**src/rtl/alsu_result_buffer.sv**
```systemverilog
// First-word-fall-through result FIFO behind the ALSU: buffers {err, out} with a sticky overflow flag.
// Optional error counter is built only when ALSU_RB_ERR_CNT_EN is defined; otherwise err_count is 8'h00.
module alsu_result_buffer #(
  parameter int DEPTH = 8
) (
  input  logic                     clk,
  input  logic                     rst,
  input  logic                     in_valid,
  input  logic [5:0]               alsu_out,
  input  logic [15:0]              alsu_leds,
  output logic                     m_valid,
  input  logic                     m_ready,
  output logic [6:0]               m_data,
  output logic [$clog2(DEPTH):0]   count,
  output logic                     full,
  output logic                     empty,
  output logic                     overflow,
  input  logic                     clr_ovf,
  output logic [7:0]               err_count
);

  localparam int AW = $clog2(DEPTH);
  localparam int CW = AW + 1;

  logic [6:0]    mem [DEPTH];
  logic [AW-1:0] wr_ptr;
  logic [AW-1:0] rd_ptr;
  logic [CW-1:0] occ;
  logic          err;
  logic          push;
  logic          pop;
  logic          drop;

  assign empty    = (occ == CW'(0));
  assign full     = (occ == CW'(DEPTH));
  assign count    = occ;
  assign m_valid  = !empty;
  assign m_data   = mem[rd_ptr];
  assign err      = (alsu_leds != 16'h0000);
  assign pop      = m_valid && m_ready;
  assign push     = in_valid && (!full || pop);
  assign drop     = in_valid && full && !pop;

  // Storage write; contents are never reset, only the pointers and occupancy are.
  always_ff @(posedge clk) begin
    if (push && !rst) begin
      mem[wr_ptr] <= {err, alsu_out};
    end
  end

  // Pointers, occupancy and sticky overflow; a new drop wins over clr_ovf.
  always_ff @(posedge clk) begin
    if (rst) begin
      wr_ptr   <= '0;
      rd_ptr   <= '0;
      occ      <= '0;
      overflow <= 1'b0;
    end else begin
      if (push) wr_ptr <= wr_ptr + AW'(1);
      if (pop)  rd_ptr <= rd_ptr + AW'(1);
      case ({push, pop})
        2'b10:   occ <= occ + CW'(1);
        2'b01:   occ <= occ - CW'(1);
        default: occ <= occ;
      endcase
      if (drop) begin
        overflow <= 1'b1;
      end else if (clr_ovf) begin
        overflow <= 1'b0;
      end else begin
        overflow <= overflow;
      end
    end
  end

`ifdef ALSU_RB_ERR_CNT_EN
  logic [7:0] err_cnt;

  // Saturating count of accepted error entries.
  always_ff @(posedge clk) begin
    if (rst) begin
      err_cnt <= 8'h00;
    end else if (push && err && (err_cnt != 8'hFF)) begin
      err_cnt <= err_cnt + 8'h01;
    end else begin
      err_cnt <= err_cnt;
    end
  end

  assign err_count = err_cnt;
`else
  assign err_count = 8'h00;
`endif

endmodule

```
**config.mk**
```make
export PLATFORM = sky130hd
export DESIGN_NAME = alsu_result_buffer
export DESIGN_NICKNAME = d
export VERILOG_FILES = /design/src/rtl/alsu_result_buffer.sv
export SDC_FILE = /design/constraint.sdc
export NUM_CORES = 1
export LEC_CHECK = 0
export ABC_AREA = 1
export BUFFER_PORTS_ARGS = -buffer_cell sky130_fd_sc_hd__buf_2
export CAP_MARGIN = 0
export CORE_ASPECT_RATIO = 0.7
export CORE_UTILIZATION = 40
export CTS_BUF_LIST = sky130_fd_sc_hd__clkbuf_2
export DETAILED_ROUTE_END_ITERATION = 8
export SYNTH_ARGS = -nofsm -noshare
export SYNTH_HDL_FRONTEND = slang
export SYNTH_SLANG_ARGS = --single-unit
```
**constraint.sdc**
```tcl
create_clock -name clk -period 1.8 [get_ports clk]
set_clock_uncertainty 0.05 [all_clocks]
set_input_delay 0.36 -clock clk [delete_from_list [all_inputs] [get_ports clk]]
set_output_delay 0.36 -clock clk [all_outputs]
set_load 0.005 [all_outputs]
```
After elaboration in Yosys (flattened, before gate mapping)
Memory sizes are Yosys's and may differ from the RTL's. A register that Yosys moved wholly into a read port is not among the register bits. Cells that the tools add are included.

Reduce and logical (&&, ||, !) cells: 14. Multiplexer cells: 7. Equal/unequal tests: 3. $add $sub $neg: 4.

Operators with widths (number): $reduce_bool 16->1 (1); $pmux 4 s2 (1); $add 3x1->3 const B (2); $mux 3 (2); $logic_and 1x1->1 (5); $add 4x1->4 const B (1); $eq 4x4->1 const B (1); $logic_not 1->1 (4); $logic_not 4->1 (1); $mux 1 (4); $reduce_bool 2->1 (2); $sub 4x1->4 const B (1); $eq 2x1->1 const B (1); $eq 2x2->1 const B (1); $logic_or 1x1->1 (1).

Output and inout bits: 23. Logic and storage cells: 33. Memories kept: 1. Register bits: 11. RAM bits: 56.

Memories: mem (depth 8, width 7, rd ports 1, clocked after Yosys merged registers in 1, write ports 1, line 25) `logic [6:0] mem [DEPTH];`.

Depth between registers and ports, before layout
Word-level depth: 8. Depth in mapped cells: 14. Mapped depth without buffers: 14.

Worst setup path after synthesis
No wires, ideal clock.

Path kind: register to register. From: reg occ[1] (netlist: count[1]). To: mem mem[0][0], enable pin. Cell stages (with the launch flop): 7. Clock period less this slack: 1837 ps. Data arrival time: 1407 ps. Library setup time: 380 ps. Setup slack: -37 ps. Cell sequence: dfxtp_1 -> nor4_4 -> nand2_2 -> nand2_2 -> inv_2 -> nand2_1 -> nor3_1.

Elaborated cells on any way between the ends: 10. Classes of those cells: eq/ne (1); mux (2); reduce/logical (7).

RTL lines: start, declared (line 28) `logic [CW-1:0] occ;`; start signal, assigned (line 62) `2'b10: occ <= occ + CW'(1);`; start signal, assigned (line 63) `2'b01: occ <= occ - CW'(1);`; $eq 4x4->1 (line 35) `assign full = (occ == CW'(DEPTH));`; via full (line 15) `output logic full,`; $logic_not 1->1 (line 41) `assign push = in_valid && (!full || pop);`; $logic_or 1x1->1 (line 41); $logic_and 1x1->1 (line 41); $logic_and 1x1->1 (line 46) `if (push && !rst) begin`; $mux 1 (line 46); $mux 1 (not written as such) (line 47) `mem[wr_ptr] <= {err, alsu_out};`; end, declared (line 25).

The timed path passes the listed nets, and every way through them passes these cells.

==> metrics.txt <==
# IOs 50; Worst Hold Depth 3; maxcap violations 0; Hold Path End overflow; maximum resistive drop on vdd approximately 0.6 mV; full die area just under 0.008 mm^2; Avg Synthesized Cell Area roughly 11 um^2; Pins Over Slew Limit 0; reg2reg path depth 14; total core area roughly 0.0073 mm^2; Worst EP required 1390 ps; initial antenna violation count 0; gpl congestion ~0.77; final setup margin -355.3 ps; fin cells 474; Rel. slew slack 0.6224; wire length per cell 15.06 um; 1st-iter DRT viols approximately 140; clock transition at the registers of the reported paths 190 ps; Longest Clk Path Bufs 2; Layout area overhead 31.97%; Routed Wire Length 7139 um; # setup viols final 8; register area share after synthesis 0.6477; number of nets in the layout 401; post-synthesis cell count around 280; first drt pass iteration count 5; placed insts 446; clock sink count 70; via count 2331; largest net degree at the start of global routing 14; worst-path fanout max 6; R2R setup slack 80 ps; layout cells sized above 1 0.3777; crit path DAT 1750 ps; GRT busiest layer met2; pre-CTS setup slack -139.9 ps; met3 Usage GRT 0.05801; Starting Density 0.4138; status finished, violations left; distinct cell type count after synthesis 31; vias per cell 4.918; critical setup path kind reg -> out; Leak 1.569 nW; hold_sp rst; clock buffer count from CTS 9; Peak Freq around 0.46 GHz; pwr/cell area 1116 mW/mm^2; Setup TNS -2295 ps; RR Endpoint count[2]; vias in the first global route about 2100; n_diodes 0; Reg-to-Reg Start count[2]; Placed Instance Area 0.003582 mm^2; gr ovfl total 0; RSZ-0062 raised after global routing true; CP endpoint kind output pin; number of port buffers 41; slowest stage delay, CP 430 ps; CTS Root Cell clkbuf_2; Die X 106.0 um; synth warn 0; Hold Violations, Final 0; clk_lat worst skew 500 ps; gr usage total 0.1872; CTS HTree Levels 3; HP Class in -> reg; Rows 26; first-pass GRT wire length 10740 um; post-synthesis instance area 0.003029 mm^2; Post-DP HPWL 4703 um; CTS tree done; final period utilization 1.197; GRT met1 Usage 0.2478; worst-path cell chain buf_12 > buf_8 > o21ai_1 > o22ai_1 > nor2_1 > a31oi_1 > buf_2; met2 usage 0.3079; final core utilization 0.5462; failing checks negative setup slack; fin crit period 2155 ps; post-route ant nets 0; Die Y ~75 um; CP Launch Type flip-flop; Fin Hold WS 62.21 ps; synthesis-stage register bit count 70; Pwr Total 4.460 mW; final instance area 0.003998 mm^2; Worst Max-Slew Pin Slew between 500 and 600 ps; DRC viols 0; slowest CP cell dfxtp_4
layout by cell type, fill, tap and decap left out, types with 5 or more instances in the layout:
master,n
buf_12,5
nand3_1,6
nand2_2,9
nor2_4,6
buf_4,30
a31oi_1,8
inv_1,16
o22ai_1,7
o21ai_1,21
nor2_1,55
a21oi_1,6
edfxtp_1,56
o21ai_0,15
inv_2,5
buf_2,39
buf_6,8
dfxtp_1,8
conb_1,8
nand2_1,15
clkbuf_2,9
registers in the layout, summed over array words and instances, names as in the netlist, named ones only:
signal	count
wr_ptr	3
overflow	1
count	4
mem	56
rd_ptr	3
cells in the mapped netlist:
library cell / count / share of area
nor4_1: 4 / 0.0083
a21oi_2: 1 / 0.0029
o21ai_1: 6 / 0.0099
conb_1: 1 / 0.0012
nor4_4: 1 / 0.0070
inv_2: 3 / 0.0037
nor2_2: 1 / 0.0021
buf_2: 4 / 0.0066
nor3_1: 4 / 0.0066
nand2_2: 6 / 0.012
ha_1: 3 / 0.012
nor2_1: 61 / 0.076
dfxtp_1: 14 / 0.093
o211ai_1: 1 / 0.0025
o21ai_0: 30 / 0.050
xor2_1: 1 / 0.0029
a31oi_1: 8 / 0.017
nand3_4: 1 / 0.0058
a21oi_1: 6 / 0.0099
xnor2_1: 1 / 0.0029
clkbuf_1: 5 / 0.0062
nand2_1: 18 / 0.022
nand3_2: 1 / 0.0033
clkinv_1: 2 / 0.0025
edfxtp_1: 56 / 0.56
inv_1: 19 / 0.024
nand4_1: 3 / 0.0062
o22ai_1: 7 / 0.014
nand2_4: 1 / 0.0037
buf_4: 8 / 0.020
nand3_1: 7 / 0.012
repair_timing:
item                                    in CTS  in global routing
buffers inserted                             5                  5
pin swaps                                    8                 10
gates cloned                                 1                  0
hold buffers                                 1                  0
resized for setup                           43                 24
hold endpoints to repair                     1                  0
endpoints found under the setup margin      46                 54
where the power goes:
part | internal [mW] | switching [mW]
clock | 0.322 | 0.581
combinational | 0.791 | 0.841
sequential | 1.85 | 0.0775
total | 2.96 | 1.50
worst max-delay path: cells and delay by family (launching register included):
family	cells	cell delay [ps]
compound gates	3	410
simple gates	1	60
buf+inv	3	360
flops	1	430
final cells by class:
type                       count  area, um^2
clock buffer                   9       45.04
clock inverter                 7       72.57
fill                         662        3322
inverter                      24       97.59
multi-input combinational    180        1002
sequential                    70        1979
tap                           98       122.6
timing repair buffer          86       678.2
how the worst max path moves through the flow:
stage / from / endpoint / cells past startpoint
after floorplan: count[1] / mem[0][0] / 6
after global placement: m_ready / mem[0][5] / 7
after detailed placement: m_ready / mem[0][0] / 7
after CTS: flip-flop / m_data[3] / 7
after global routing: flip-flop / m_data[6] / 7
final: flip-flop / m_data[3] / 7
kinds of logic (layout without fill, tap and decap cells):
kind of cell / Yosys count / in the layout / share of synthesized area
fa+ha+maj: 3 / 3 / 0.01239
buf+inv: 41 / 126 / 0.06237
compound gates: 59 / 59 / 0.1057
simple gates: 108 / 108 / 0.1648
other cells: 1 / 8 / 0.001238
flops: 70 / 70 / 0.6477
xor+xnor: 2 / 2 / 0.005784
metal layers:
layer	wire, um	up-vias
met1	3294	1099
li1	-	1154
met5	0	-
met2	3416	76
met4	19	0
met3	409	2
Power figures use the tool's default switching activity.
